[src/rtl/serial_slice_adder.sv]
`default_nettype none
// ============================================================================
// Module   : serial_slice_adder
// Brief    : Multi-cycle wide adder. It processes one 8-bit slice per clock,
//            LSB slice first. Each slice uses a 2-bit propagate/generate
//            group carry generator. Each slice's carry-out becomes the carry
//            into the next slice. The module reports sum and carry-out with
//            a one-cycle done pulse.
// Revision : 1.0 - initial release
// ============================================================================
module serial_slice_adder #(
  parameter int NUM_SLICES = 4
) (
  input  logic                    clk,
  input  logic                    rst,
  input  logic                    start,
  input  logic [8*NUM_SLICES-1:0] a_in,
  input  logic [8*NUM_SLICES-1:0] b_in,
  input  logic                    c_in,
  output logic                    busy,
  output logic                    done,
  output logic [8*NUM_SLICES-1:0] sum,
  output logic                    c_out
);

  localparam int W     = 8 * NUM_SLICES;
  localparam int IDX_W = (NUM_SLICES > 1) ? $clog2(NUM_SLICES) : 1;
  localparam logic [IDX_W-1:0] C_LAST_IDX = IDX_W'(NUM_SLICES - 1);

  typedef enum logic [1:0] {
    S_IDLE = 2'd0,
    S_RUN  = 2'd1,
    S_DONE = 2'd2
  } state_t;

  state_t           state_q, state_d;
  logic [W-1:0]     a_q, a_d;
  logic [W-1:0]     b_q, b_d;
  logic [W-1:0]     sum_q, sum_d;
  logic             carry_q, carry_d;
  logic             cout_q, cout_d;
  logic [IDX_W-1:0] idx_q, idx_d;

  // Slice datapath signals
  logic [7:0] w_sa, w_sb, w_p, w_g, w_cin, w_ssum;
  logic [3:0] w_gen_co;

  // Group carry generator for the current slice. Bit pairs form P/G groups.
  // The CARRY4 style mux selects the carry in when the group propagates and
  // the group generate otherwise. Odd-bit carries are then formed locally.
  always_comb begin
    logic c;
    logic grp_p, grp_g;
    w_sa     = a_q[8*idx_q +: 8];
    w_sb     = b_q[8*idx_q +: 8];
    w_p      = w_sa ^ w_sb;
    w_g      = w_sa & w_sb;
    w_gen_co = '0;
    c        = carry_q;
    for (int k = 0; k < 4; k++) begin
      grp_p       = w_p[2*k] & w_p[2*k+1];
      grp_g       = w_g[2*k+1] | (w_p[2*k+1] & w_g[2*k]);
      c           = grp_p ? c : grp_g;
      w_gen_co[k] = c;
    end
    w_cin[0] = carry_q;
    for (int k = 0; k < 4; k++) begin
      w_cin[2*k+1] = w_g[2*k] | (w_p[2*k] & w_cin[2*k]);
      if (k < 3) begin
        w_cin[2*k+2] = w_gen_co[k];
      end
    end
    w_ssum = w_p ^ w_cin;
  end

  // Next-state logic, operand latching and slice write-back
  always_comb begin
    state_d = state_q;
    a_d     = a_q;
    b_d     = b_q;
    sum_d   = sum_q;
    carry_d = carry_q;
    cout_d  = cout_q;
    idx_d   = idx_q;
    busy    = 1'b0;
    done    = 1'b0;
    case (state_q)
      S_IDLE: begin
        if (start) begin
          a_d     = a_in;
          b_d     = b_in;
          carry_d = c_in;
          idx_d   = '0;
          state_d = S_RUN;
        end
      end
      S_RUN: begin
        busy                 = 1'b1;
        sum_d[8*idx_q +: 8]  = w_ssum;
        carry_d              = w_gen_co[3];
        idx_d                = idx_q + 1'b1;
        if (idx_q == C_LAST_IDX) begin
          cout_d  = w_gen_co[3];
          idx_d   = '0;
          state_d = S_DONE;
        end
      end
      S_DONE: begin
        done    = 1'b1;
        state_d = S_IDLE;
      end
      default: begin
        state_d = S_IDLE;
      end
    endcase
  end

  // State and datapath registers. Reset abandons any operation in flight.
  always_ff @(posedge clk or posedge rst) begin
    if (rst) begin
      state_q <= S_IDLE;
      a_q     <= '0;
      b_q     <= '0;
      sum_q   <= '0;
      carry_q <= 1'b0;
      cout_q  <= 1'b0;
      idx_q   <= '0;
    end else begin
      state_q <= state_d;
      a_q     <= a_d;
      b_q     <= b_d;
      sum_q   <= sum_d;
      carry_q <= carry_d;
      cout_q  <= cout_d;
      idx_q   <= idx_d;
    end
  end

  assign sum   = sum_q;
  assign c_out = cout_q;

endmodule
`default_nettype wire

[config.mk]
export PLATFORM = sky130hd
export DESIGN_NAME = serial_slice_adder
export DESIGN_NICKNAME = d
export VERILOG_FILES = /design/src/rtl/serial_slice_adder.sv
export SDC_FILE = /design/constraint.sdc
export NUM_CORES = 1
export LEC_CHECK = 0
export ABC_AREA = 1
export CAP_MARGIN = 20
export CORE_MARGIN = 3
export CORE_UTILIZATION = 45
export CTS_CLUSTER_DIAMETER = 200
export DETAILED_ROUTE_END_ITERATION = 8
export HOLD_SLACK_MARGIN = 0.1
export PLACE_DENSITY = 0.74
export SLEW_MARGIN = 20
export SYNTH_ARGS = -nofsm -noshare
export SYNTH_HDL_FRONTEND = slang
export SYNTH_SLANG_ARGS = --single-unit
export TNS_END_PERCENT = 20
[constraint.sdc]
create_clock -name clk -period 4 [get_ports clk]
set_input_delay 0.6 -clock clk [delete_from_list [all_inputs] [get_ports clk]]
set_output_delay 0.6 -clock clk [all_outputs]
set_load 0.01 [all_outputs]
# [Yosys cells after proc, flatten, opt, wreduce, memory -nomap -nowiden]
# Cells that the tools add are included.
[word_totals] out_inout_bits=35 in_bits=68 ff_bits=102
[classes] n_reduce_logical=6 eq_ne=5 bitwise=23 mux=15 n_addsub=2 n_shift=4
[ops] op="32-bit by 6-bit variable part select with 8-bit output" n=2
[ops] op="5-bit negator with 34-bit output" n=1
[ops] op="8-bit by 34-bit variable shift with 32-bit output, first input constant" n=1
[ops] op="8-bit by 34-bit variable part select with 32-bit output" n=1
[ops] op="32-bit bitwise mux" n=1
[ops] op="8-bit bitwise XOR" n=2
[ops] op="1-bit AND" n=12
[ops] op="8-bit AND" n=1
[ops] op="2-bit 2-to-1 mux" n=4
[ops] op="1-bit bitwise OR" n=8
[ops] op="2-bit case mux with 2 select lines" n=2
[ops] op="2-bit AND reduction" n=4
[ops] op="1-bit 2-to-1 mux" n=7
[ops] op="2-bit equality test, second input constant" n=2
[ops] op="2-bit inequality test, second input constant" n=2
[ops] op="2-bit by 1-bit adder with 2-bit output, second input constant" n=1
[ops] op="2-bit by 1-bit equality test with 1-bit output, second input constant" n=1
[ops] op="2-bit logical NOT" n=1
[ops] op="1-bit case mux with 2 select lines" n=1
[ops] op="2-bit nonzero test" n=1

# [Logic depth before layout (Yosys ltp)]
# Gate-level depths: netlist (run 1).
[logic_depth] ltp_word=12 depth_mapped=17

# [Worst setup path after synthesis (run 1)]
# Ideal clock, no wire load.
[synth_timing] kind="reg2reg" startpoint="register idx_q[0]" endpoint="register sum_q[15] (netlist: sum[15])" required_ps=3869 path_stages_with_launch=16 synth_period_minus_slack_ps=2638 slack_ps=1362 arrival_ps=2507 path_cell_list="dfrtp_1 > buf_4 > inv_4 > buf_2 > nor2_1 > o22ai_1 > ha_1 > nand3_1 > nand3_1 > nand3_1 > nand2_1 > fa_1 > xnor2_1 > nor2_1 > nand2_1 > o21ai_0"
[synth_between] elab_chain_cells=12 word_cells_on_any_way=29 cone_classes="add/sub (1); shift (4); mux (4); bitwise (20)"
[synth_lines] item="from (decl)" line_no="42" text="logic [IDX_W-1:0] idx_q, idx_d;"
[synth_lines] item="from (signal assigned)" line_no="135" text="idx_q <= idx_d;"
[synth_lines] item="32-bit by 6-bit variable part select with 8-bit output (on tied branches)" line_no="54, 55"
[synth_lines] item="8-bit bitwise XOR / 8-bit AND (equally long branches)" line_no="56, 57"
[synth_lines] item="1-bit AND" line_no="62" text="grp_g = w_g[2*k+1] | (w_p[2*k+1] & w_g[2*k]);"
[synth_lines] item="1-bit bitwise OR" line_no="62"
[synth_lines] item="1-bit 2-to-1 mux (3 in series)" line_no="63" text="c = grp_p ? c : grp_g;"
[synth_lines] item="1-bit AND" line_no="68" text="w_cin[2*k+1] = w_g[2*k] | (w_p[2*k] & w_cin[2*k]);"
[synth_lines] item="1-bit bitwise OR" line_no="68"
[synth_lines] item="8-bit bitwise XOR" line_no="73" text="w_ssum = w_p ^ w_cin;"
[synth_lines] item="8-bit by 34-bit variable part select with 32-bit output" line_no="99" text="sum_d[8*idx_q +: 8] = w_ssum;"
[synth_lines] item="32-bit bitwise mux (*)" line_no="99"
[synth_lines] item="to (signal assigned)" line_no="132" text="sum_q <= sum_d;"
[synth_lines] item="to (decl)" line_no="39" text="logic [W-1:0] sum_q, sum_d;"
# Mark *: on every way between the ends. The rest lies on a longest branch, timed or not.
# A chain may end at the register's enable or synchronous reset.

# [Final worst setup path (run 1)]
[layout_timing] startpoint="register idx_q[1]" endpoint="register sum_q[15] (netlist: sum[15])"
# The elaborated chain is that of the path after synthesis.

==> results of run 1 <==
-- cells in the final DEF (no fill, tap or decap) --
cell type and instances:
sky130_fd_sc_hd__fa_1 4, sky130_fd_sc_hd__or2_2 1, sky130_fd_sc_hd__inv_2 2, sky130_fd_sc_hd__nand2_1 229, sky130_fd_sc_hd__xor2_1 2, sky130_fd_sc_hd__inv_1 20, sky130_fd_sc_hd__nor3_2 1, sky130_fd_sc_hd__nand2_2 1
sky130_fd_sc_hd__inv_4 2, sky130_fd_sc_hd__clkinv_2 1, sky130_fd_sc_hd__clkinv_4 3, sky130_fd_sc_hd__buf_4 7, sky130_fd_sc_hd__xnor2_1 2, sky130_fd_sc_hd__nand4_4 1, sky130_fd_sc_hd__nor2_1 33, sky130_fd_sc_hd__o21ai_1 13
sky130_fd_sc_hd__inv_6 3, sky130_fd_sc_hd__nand3_2 1, sky130_fd_sc_hd__dfrtp_1 102, sky130_fd_sc_hd__clkdlybuf4s50_1 102, sky130_fd_sc_hd__o31ai_1 8, sky130_fd_sc_hd__o21ai_0 70, sky130_fd_sc_hd__a32oi_1 3, sky130_fd_sc_hd__a32oi_2 1
sky130_fd_sc_hd__a21oi_1 7, sky130_fd_sc_hd__ha_1 14, sky130_fd_sc_hd__o22ai_1 12, sky130_fd_sc_hd__clkbuf_8 10, sky130_fd_sc_hd__nand3_1 13
-- worst paths after layout --
check	from	endpoint	slack, ps
hold / removal	a_q[23]	a_q[23]	490
max in group asynchronous	rst	sum[21]	2570
setup / recovery	idx_q[1]	sum[15]	650
hold reg to reg	a_q[23]	a_q[23]	490
min in group asynchronous	rst	sum[8]	640
setup reg to reg	idx_q[1]	sum[15]	650
-- metrics by stage --
step                hold slack [ps]  std cells  worst slack, ps  utilization
floorplan                       444        573              725            -
global placement                462        788              903        0.568
detailed placement              462        788              720        0.568
CTS                             488        804              687        0.586
global route                    509        804              365        0.586
finish                          488        804              646        0.586
-- per-layer routing --
metal	wire (um)	share of wire	vias up	global-route usage
li1	-	-	2031	-
met1	5210	0.45	1928	0.272
met2	5590	0.48	115	0.330
met3	562	0.049	15	0.0335
met4	193	0.017	0	0.0668
met5	0	0	-	0
-- state kept, by name, summed over array words and instances, names as in the netlist --
| name | cells |
|---|---|
| carry_q | 1 |
| sum | 32 |
| c_out | 1 |
| b_q | 32 |
| a_q | 32 |
| state_q | 2 |
| idx_q | 2 |
-- cells by family (layout without fill, tap and decap cells) --
kind of cell | count (synthesis) | after routing | share of synthesized area
AOI/OAI and AO/OA | 114 | 114 | 0.130
xor gates and xnor gates | 4 | 4 | 0.00724
adders and majority gates | 18 | 18 | 0.0527
buffers and inverters | 55 | 150 | 0.0556
DFF | 102 | 102 | 0.527
and+or+nand+nor | 280 | 280 | 0.228
-- power groups by stage --
stage	Combinational, mW	Clock [mW]	Sequential (mW)
after global routing	3.45	0.682	1.79
after floorplan	2.08	0	1.73
after global placement	2.95	0	1.75
final	3.03	0.630	1.74
after detailed placement	3.05	0	1.76
after CTS	3.06	0.639	1.74
-- worst min-delay path, delay by kind of cell, from the launching register on --
kind,cells,cell delay (ps)
DFF,1,350
and+or+nand+nor,2,100
-- cell type report --
| class | count | area share |
|---|---|---|
| clock buffer | 10 | 0.0225 |
| sequential | 102 | 0.418 |
| clock inverter | 6 | 0.00860 |
| inverter | 25 | 0.0164 |
| timing repair buffer | 109 | 0.176 |
| multi-input combinational | 416 | 0.331 |
| tap | 136 | 0.0279 |
==> metrics.md, run 1 <==
| Metric | Value |
|---|---|
| Outcome | completed |
| Register area | approximately 2600 um^2 |
| Int Power | approximately 2.9 mW |
| Critical path's slowest cell | sky130_fd_sc_hd__inv_1 |
| Switching pwr | 2.52 mW |
| Total number of placement rows | 37 |
| Total wirelength of the detailed-routed design | around 12 mm |
| First DRT Iteration DRCs | between 200 and 250 |
| Proportion of layout cells with a drive suffix above 1 | 0.0509 |
| Post-synthesis instance area | ~4800 um^2 |
| Count of H-tree levels built during CTS | 3 |
| Largest net degree at the start of global routing | 69 |
| Post-synth EDFFs | 0 |
| Setup repair after global routing missed its margin | no |
| Clock transition time at the flip-flop clock pins of the worst setup and hold paths | roughly 100 ps |
| Stages on worst setup path | 16 |
| Vias per cell | about 5 |
| Count of TritonRoute iterations in the first routing pass | 4 |
| Count of filler cells inserted in the layout | 960 |
| Final routed DRC violation total | 0 |
| Top cells by count, synth | 229 x sky130_fd_sc_hd__nand2_1, 102 x sky130_fd_sc_hd__dfrtp_1, 70 x sky130_fd_sc_hd__o21ai_0 |
| Total setup buffers inserted after CTS | 0 |
| Total power draw | 5.40 mW |
| Worst reg2reg path depth | 16 |
| Worst hold path depth | 2 |
| Top cell type's share of synthesized area | 0.527 |
| DR WL/cell | 14.4 um |
| Portion of total power attributed to combinational logic | 0.562 |
| Clock period minus worst slack | around 3400 ps |
| Total of endpoints with negative setup slack in the final report | 0 |
| Switching share of power | 0.466 |
| Post-synthesis async set-or-reset flop share | 1.00 |
| Maximum clock insertion buffer count | 2 |
| Number of nets produced by synthesis | roughly 660 |
| Setup TNS | 0 ps |
| Io pins | between 100 and 150 |
| CP Cell Sequence | buf_4 -> inv_1 -> o21ai_0 -> o22ai_1 -> ha_1 -> nand2_1 -> nand2_1 -> nand2_1 -> nand3_1 -> nand3_1 -> nand2_1 -> fa_1 -> xnor2_1 -> nor2_1 -> nand2_1 -> o21ai_0 |
| Share of the clock period used by the worst path | 0.838 |
| Family with the most delay on the worst path | buffers and inverters |
| Later-pin clock latency in the skew report | roughly 370 ps |
| Area of the multi-input gates | between 2000 and 2500 um^2 |
| FF+latch count, synth | ~100 |
| Largest stage delay on the critical path | ~520 ps |
| Overall via count from detail_route | slightly above 4000 |
| Dpl hpwl | ~8.5 mm |
| Tightest slew margin relative to the limit | 0.368 |
| Per-instance average area after synthesis | between 8 and 9 um^2 |
| Cell Area, Placed | ~5900 um^2 |
| Initial standard-cell utilization of the core | 0.465 |
| Path type of the worst min-delay path | reg2reg |
| Dominant register cell in the synthesized netlist | sky130_fd_sc_hd__dfrtp_1 |
| Post-CTS resize count | 0 |
| Summed area of non-filler cells in the final layout | just over 6000 um^2 |
| Count of endpoints failing hold in the final timing report | 0 |
| Via count of the first global-routing pass | a little under 4000 |
| Endpoint kind of the worst setup timing path | register |
| Worst clock skew | ~13 ps |
| Fmax | a little under 0.3 GHz |
| Y dimension of the die | about 110 um |
| Ys Warns | 0 |
| Crit path kind | reg2reg |
| Flop pwr share | 0.322 |
| Share of synthesized area occupied by flip-flops and latches | 0.527 |
| Total track usage | 0.201 |
| Library cells used by synthesis | 28 |
| Main area contributors after synthesis | sky130_fd_sc_hd__dfrtp_1 53%, sky130_fd_sc_hd__nand2_1 18%, sky130_fd_sc_hd__o21ai_0 7.2% |
| Worst-Margin Slew | about 950 ps |
| Most area-hungry cell type in the Yosys netlist | sky130_fd_sc_hd__dfrtp_1 |
| Clock tree root driver cell | sky130_fd_sc_hd__clkbuf_8 |
| Clock network fraction of total power | 0.117 |
| CTS sink cnt | around 100 |
| Number of nets still failing antenna checks after routing | 0 |
| Area of the die | about 12000 um^2 |
| NumNets Final | about 750 |
| Antenna diode count | 0 |
| Static power due to leakage | 2.95 nW |
| Buffers & Inverters on Critical Path | 2 |
| CP max FO | 23 |
| Grt total ovfl | 0 |
| Max capacitance violation total | 0 |
| Most numerous cell in the Yosys netlist | sky130_fd_sc_hd__nand2_1 |
| Highest ir drop seen on vdd | around 0.37 mV |
| Clock tree from TritonCTS | yes |
| Req. time, crit path | about 4300 ps |
| Number of antenna violations at the first check in global routing | 0 |
| Global placement routability congestion | roughly 0.87 |
| Count of input and output buffers | around 100 |
| Area added between synthesis and finish | 26.1% |
| Critical Path Source Type | register |
| Inserted Clock Buffers | 9 |
| Data arrival time of the critical path | between 3000 and 4000 ps |
| Area of the core region | between 10000 and 15000 um^2 |
| P per Cell Area | between 800 and 900 nW/um^2 |
| DIE WIDTH | 110 um |
| Final number of max-transition violations | 0 |
| Hold buffers post-CTS | 0 |
| Synthesized instance count | around 570 |
| Most used cell along the critical path | sky130_fd_sc_hd__nand2_1 |
| Wire length of the first global-routing pass | approximately 19 mm |
(Power assumes the default switching activity.)
==> run 2, diff against run 1 <==
PLACE_DENSITY = 0.77   (was 0.74)
clock period = 2.88 ns   (was 4 ns; I/O delays follow)
==> run 2 against run 1 <==
Compared with the run above: global-route usage up 0.44 points; utilization up 1.5 points; die area unchanged.
==> metrics.md, run 2 (synthesis gave the netlist of run 1 again) <==
| Metric | Value |
|---|---|
| Count of H-tree levels built during CTS | 3 (unchanged) |
| Number of nets still failing antenna checks after routing | 0 (unchanged) |
| Share of the core filled with cells in the final layout | 0.601 (+0.0148) |
| Most used cell along the critical path | sky130_fd_sc_hd__nand2_1 |
| Critical Path Source Type | register |
| Flop pwr share | 0.308 (-0.014) |
| Commonest cells after routing, fill and taps aside | 229 x sky130_fd_sc_hd__nand2_1, 102 x sky130_fd_sc_hd__clkdlybuf4s50_1, 101 x sky130_fd_sc_hd__dfrtp_1 |
| Total number of placement rows | 37 (unchanged) |
| CTS sink cnt | 102 (unchanged) |
| DIE WIDTH | 110 um (unchanged) |
| Switching share of power | 0.455 (-0.0118) |
| Total setup buffers inserted after CTS | 0 (unchanged) |
| Via count of the first global-routing pass | 4094 (+3.0%) |
| Maximum clock insertion buffer count | 2 (unchanged) |
| Share of the clock period used by the worst path | 0.921 (+0.0829) |
| Final routed DRC violation total | 0 (unchanged) |
| Cell Area, Placed | 5970 um^2 (+0.91%) |
| CP max FO | 6 (-74%) |
| Static power due to leakage | 3.01 nW (+2.0%) |
| Area of the core region | 10400 um^2 (unchanged) |
| Setup TNS | 0 ps (unchanged) |
| P per Cell Area | 1280 nW/um^2 (+45%) |
| Most common cell after layout, fill and taps aside | sky130_fd_sc_hd__nand2_1 |
| Area of the die | 12000 um^2 (unchanged) |
| Crit path kind | reg2reg |
| Final number of max-transition violations | 0 (unchanged) |
| Max capacitance violation total | 0 (unchanged) |
| Area of the multi-input gates | 2080 um^2 (+2.7%) |
| Req. time, crit path | 3120 ps (-1130 ps) |
| NumNets Final | 756 (+0.93%) |
| Initial standard-cell utilization of the core | 0.465 (unchanged) |
| Count of filler cells inserted in the layout | 909 (-5.3%) |
| Total track usage | 0.206 (+0.00438) |
| Clock tree root driver cell | sky130_fd_sc_hd__clkbuf_8 |
| Count of input and output buffers | 102 (unchanged) |
| Total power draw | 8.00 mW (+48%) |
| Proportion of layout cells with a drive suffix above 1 | 0.0756 (+0.0247) |
| Largest stage delay on the critical path | 470 ps (-50 ps) |
| First DRT Iteration DRCs | 192 (-7.7%) |
| Post-route worst setup slack | 226 ps (-420 ps) |
| Wire length of the first global-routing pass | 19.5 mm (+3.4%) |
| Y dimension of the die | 110 um (unchanged) |
| Worst clock skew | 13.7 ps (+0.327 ps) |
| Number of antenna violations at the first check in global routing | 0 (unchanged) |
| Summed area of non-filler cells in the final layout | 6260 um^2 (+2.5%) |
| Vias per cell | 5.23 (+2.9%) |
| DR WL/cell | 14.6 um (+1.9%) |
| Outcome | completed |
| Int Power | 4.37 mW (+52%) |
| Count of endpoints failing hold in the final timing report | 0 (unchanged) |
| Switching pwr | 3.64 mW (+44%) |
| Fmax | 0.377 GHz (+26%) |
| CP Cell Sequence | buf_4 -> o21ai_0 -> o22ai_1 -> ha_1 -> nand2_1 -> nand2_1 -> nand2_1 -> nand3_1 -> nand2_1 -> fa_2 -> xor2_2 -> nor2_1 -> nand2_1 -> o21ai_1 |
| Area added between synthesis and finish | 29.3% |
| Worst setup timing slack at the placement stage | 87.1 ps (-633 ps) |
| Overall via count from detail_route | 4245 (+3.8%) |
| Register area | 2550 um^2 (about the same) |
| Clock network fraction of total power | 0.126 (+0.009) |
| Data arrival time of the critical path | 2900 ps (-700 ps) |
| Clock tree from TritonCTS | yes |
| Minimum hold slack | 481 ps (-6.27 ps) |
| Critical path's slowest cell | sky130_fd_sc_hd__dfrtp_2 |
| Io pins | 103 (unchanged) |
| Worst-Margin Slew | 653 ps (-295 ps) |
| Antenna diode count | 0 (unchanged) |
| Clock transition time at the flip-flop clock pins of the worst setup and hold paths | 90 ps (about the same) |
| Number of cells after detailed placement | 795 (+0.89%) |
| Total of endpoints with negative setup slack in the final report | 0 (unchanged) |
| Largest net degree at the start of global routing | 69 (unchanged) |
| Endpoint kind of the worst setup timing path | register |
| Clock period minus worst slack | 2650 ps (-700 ps) |
| Highest ir drop seen on vdd | 0.567 mV (+53%) |
| Portion of total power attributed to combinational logic | 0.566 (+0.004) |
| Dpl hpwl | 8.87 mm (+4.6%) |
| Count of TritonRoute iterations in the first routing pass | 4 (unchanged) |
| Tightest slew margin relative to the limit | 0.565 (+0.197) |
| Global placement routability congestion | 0.896 (+3.6%) |
| Inserted Clock Buffers | 9 (unchanged) |
| Later-pin clock latency in the skew report | 370 ps (about the same) |
| Total wirelength of the detailed-routed design | 11.9 mm (+2.8%) |
| Final cell count without fillers | 811 (+0.87%) |
| Path type of the worst min-delay path | reg2reg |
| Grt total ovfl | 0 (unchanged) |
==> run 2: changes by cell type in the layout (fill, tap and decap cells not counted), sizes merged <==
cell	previous run	this run
clkinvlp	0	1
bufinv	0	2
buf	7	14
inv	27	23
clkbuf	10	11
==> run 2: routing by layer <==
layer,vias to the layer above,GRT usage,share of wire
met5,-,0,0
met4,0,0.0784,0.024
met3,26,0.0288,0.060
met2,147,0.328,0.48
met1,2027,0.285,0.43
li1,2045,-,-
==> run 2: power by group through the flow <==
stage	clock [mW]	combinational [mW]	sequential (mW)
floorplan	0	2.89	2.41
global placement	0	4.09	2.47
detailed placement	0	4.28	2.48
CTS	1.01	4.30	2.46
global route	1.07	5.08	2.53
finish	1.01	4.53	2.47
==> run 2: area by class of cell <==
class	instances	area share
timing repair buffer	116	0.181
multi-input combinational	416	0.332
clock buffer	11	0.0226
tap	136	0.0272
clock inverter	5	0.0132
sequential	102	0.408
inverter	25	0.0166
==> run 2: timing repair <==
item,4_1_cts,5_1_grt
endpoints found under the setup margin,0,16
resized for setup,0,19
hold buffers,0,0
==> run 2: critical path: cells and delay by family, from the launching register on <==
kind,cells,cell delay (ps)
AOI/OAI and AO/OA,3,350
xor gates and xnor gates,1,270
adders and majority gates,2,730
buffers and inverters,1,170
DFF,1,470
and+or+nand+nor,7,530
==> run 2: path summary, 6_finish.rpt <==
kind | slack, ps | cells after the start | to | from
max | 230 | 14 | sum[29] | idx_q[0]
min | 480 | 2 | a_q[15] | a_q[15]
max reg2reg | 230 | 14 | sum[29] | idx_q[0]
min reg2reg | 480 | 2 | a_q[15] | a_q[15]
max in group asynchronous | 1780 | 3 | idx_q[0] | rst
min in group asynchronous | 600 | 3 | sum[16] | rst
==> run 3, diff against run 2 <==
CORE_UTILIZATION = 46   (was 45)
MAX_ROUTING_LAYER = met4   (was unset)
PLACE_DENSITY = 0.78   (was 0.77)
==> run 3 against run 2 <==
Compared with the run above: non-clock buffer count shrank 3; sequential power hardly changed; wire length is 3.0% higher; cell area fell by 0.16%; critical path type unchanged; combinational power rose by 2%; global-route usage up 1.1 points; via count decreased by 0.12%; largest power group unchanged; sequential share of layout area up 0.065 points.
==> metrics.md, run 3 (synthesis gave the netlist of run 1 again) <==
| Metric | Value |
|---|---|
| Worst-Margin Slew | 550 ps (-103 ps) |
| Static power due to leakage | 2.98 nW (-0.78%) |
| Number of nets still failing antenna checks after routing | 0 (unchanged) |
| Commonest cells after routing, fill and taps aside | 229 x sky130_fd_sc_hd__nand2_1, 102 x sky130_fd_sc_hd__clkdlybuf4s50_1, 101 x sky130_fd_sc_hd__dfrtp_1 |
| Share of the clock period used by the worst path | 0.967 (+0.0453) |
| Critical Path Source Type | register |
| Area of the die | 11800 um^2 (-2.0%) |
| DR WL/cell | 15.2 um (+3.6%) |
| Largest stage delay on the critical path | 500 ps (+30 ps) |
| Final number of max-transition violations | 0 (unchanged) |
| Critical path's slowest cell | sky130_fd_sc_hd__dfrtp_2 |
| Count of H-tree levels built during CTS | 3 (unchanged) |
| Overall via count from detail_route | 4240 (-0.12%) |
| Area added between synthesis and finish | 29.1% |
| Switching share of power | 0.463 (+0.00873) |
| Number of antenna violations at the first check in global routing | 0 (unchanged) |
| Vias per cell | 5.26 (+0.50%) |
| Area of the core region | 10000 um^2 (-4.0%) |
| Clock period minus worst slack | 2780 ps (+130 ps) |
| Minimum hold slack | 484 ps (+2.77 ps) |
| Grt total ovfl | 0 (unchanged) |
| Total of endpoints with negative setup slack in the final report | 0 (unchanged) |
| CTS sink cnt | 102 (unchanged) |
| Path type of the worst min-delay path | reg2reg |
| Initial standard-cell utilization of the core | 0.484 (+0.0194) |
| Max capacitance violation total | 0 (unchanged) |
| Via count of the first global-routing pass | 4097 (+0.073%) |
| Flop pwr share | 0.314 (+0.006) |
| Later-pin clock latency in the skew report | 370 ps (about the same) |
| Fmax | 0.359 GHz (-4.7%) |
| Clock transition time at the flip-flop clock pins of the worst setup and hold paths | 100 ps (about the same) |
| Worst clock skew | 12.7 ps (-0.953 ps) |
| Wire length of the first global-routing pass | 19.6 mm (+0.56%) |
| DIE WIDTH | 109 um (-1.0%) |
| Portion of total power attributed to combinational logic | 0.585 (+0.019) |
| Int Power | 4.25 mW (-2.6%) |
| Total wirelength of the detailed-routed design | 12.2 mm (+3.0%) |
| NumNets Final | 754 (-0.26%) |
| Total power draw | 7.92 mW (-1.0%) |
| Count of TritonRoute iterations in the first routing pass | 5 (+1) |
| Setup TNS | 0 ps (unchanged) |
| CP max FO | 11 (+5) |
| Data arrival time of the critical path | 3070 ps (+170 ps) |
| Antenna diode count | 0 (unchanged) |
| Count of endpoints failing hold in the final timing report | 0 (unchanged) |
| Count of filler cells inserted in the layout | 866 (-4.7%) |
| Tightest slew margin relative to the limit | 0.633 (+0.0688) |
| Total track usage | 0.217 (+0.0110) |
| Buffers & Inverters on Critical Path | 1 (unchanged) |
| P per Cell Area | 1270 nW/um^2 (-0.86%) |
| Largest net degree at the start of global routing | 103 (+49%) |
| Clock network fraction of total power | 0.101 (-0.025) |
| Count of input and output buffers | 102 (unchanged) |
| Y dimension of the die | 109 um (-1.0%) |
| Crit path kind | reg2reg |
| Switching pwr | 3.67 mW (+0.88%) |
| Inserted Clock Buffers | 9 (unchanged) |
| Total number of placement rows | 36 (-2.7%) |
| Io pins | 103 (unchanged) |
| Family with the most delay on the worst path | adder cells |
| Share of the core filled with cells in the final layout | 0.625 (+0.0240) |
| Global placement routability congestion | 0.905 (+1.0%) |
| Maximum clock insertion buffer count | 2 (unchanged) |
| CP Cell Sequence | buf_6 -> o21ai_0 -> o22ai_1 -> ha_1 -> nand3_1 -> nand3_2 -> nand3_2 -> nand2_1 -> fa_1 -> xnor2_2 -> nor2_1 -> nand2_1 -> o21ai_0 |
| First DRT Iteration DRCs | 239 (+24%) |
| Clock tree root driver cell | sky130_fd_sc_hd__clkbuf_8 |
| Highest ir drop seen on vdd | 0.694 mV (+22%) |
| Proportion of layout cells with a drive suffix above 1 | 0.0698 (-0.00572) |
| Endpoint kind of the worst setup timing path | register |
| Dpl hpwl | 8.90 mm (+0.31%) |
| Req. time, crit path | 3160 ps (+40 ps) |
| Final routed DRC violation total | 0 (unchanged) |
| Clock tree from TritonCTS | yes |
| Outcome | completed |
| Most common cell after layout, fill and taps aside | sky130_fd_sc_hd__nand2_1 |
[run 3: power groups by stage]
stage	clock network (mW)	logic, mW	registers, mW
after floorplan	0	2.89	2.41
after global placement	0	4.09	2.47
after detailed placement	0	4.24	2.48
after CTS	0.813	4.26	2.47
after global routing	0.864	5.18	2.55
final	0.803	4.63	2.48
[run 3: metal layers]
| layer | wire (um) | GRT usage |
|---|---|---|
| met5 | 0 | - |
| met1 | 5380 | 0.294 |
| met3 | 725 | 0.0358 |
| met2 | 5790 | 0.333 |
| met4 | 335 | 0.0730 |
[run 3: through the flow]
stage	std cells	instance area (um^2)	worst slack, ps
2_1_floorplan	573	4850	242
3_3_place_gp	787	5980	175
3_5_place_dp	787	5980	4.46
4_1_cts	803	6150	20.0
5_1_grt	806	6250	-60.5
6_report	806	6250	96.0
[run 3: final timing paths]
kind / startpoint / end / slack, ps / cells past startpoint
min in group asynchronous: rst / sum[17] / 540 / 3
setup reg to reg: idx_q[0] / sum[15] / 100 / 13
max in group asynchronous: rst / sum[9] / 1890 / 3
setup / recovery: idx_q[0] / sum[15] / 100 / 13
hold / removal: b_q[21] / b_q[21] / 480 / 2
hold reg to reg: b_q[21] / b_q[21] / 480 / 2
[run 3: layout make-up]
class                           instances  area [um^2]  share of cell area
Clock inverter                          3         20.0             0.00320
Timing Repair Buffer                  113         1160               0.186
Sequential cell                       102         2550               0.409
Clock buffer                           13          149              0.0238
Tap cell                              133          166              0.0266
Timing Repair inverter                  1         8.76             0.00140
Multi-Input combinational cell        416         2080               0.332
Inverter                               25          111              0.0178
[run 3: timing repair]
| item | CTS | global route |
|---|---|---|
| setup buffers | 0 | 2 |
| cloned | 0 | 1 |
| hold buffers | 0 | 0 |
| endpoints found under the setup margin | 2 | 12 |
| pin swaps | 0 | 2 |
| resized for setup | 2 | 19 |
[run 3: worst min-delay path, stage by stage, from the launching register on]
cell	delay, ps
sky130_fd_sc_hd__dfrtp_1	350
sky130_fd_sc_hd__nand2_1	50
sky130_fd_sc_hd__nand2_1	50
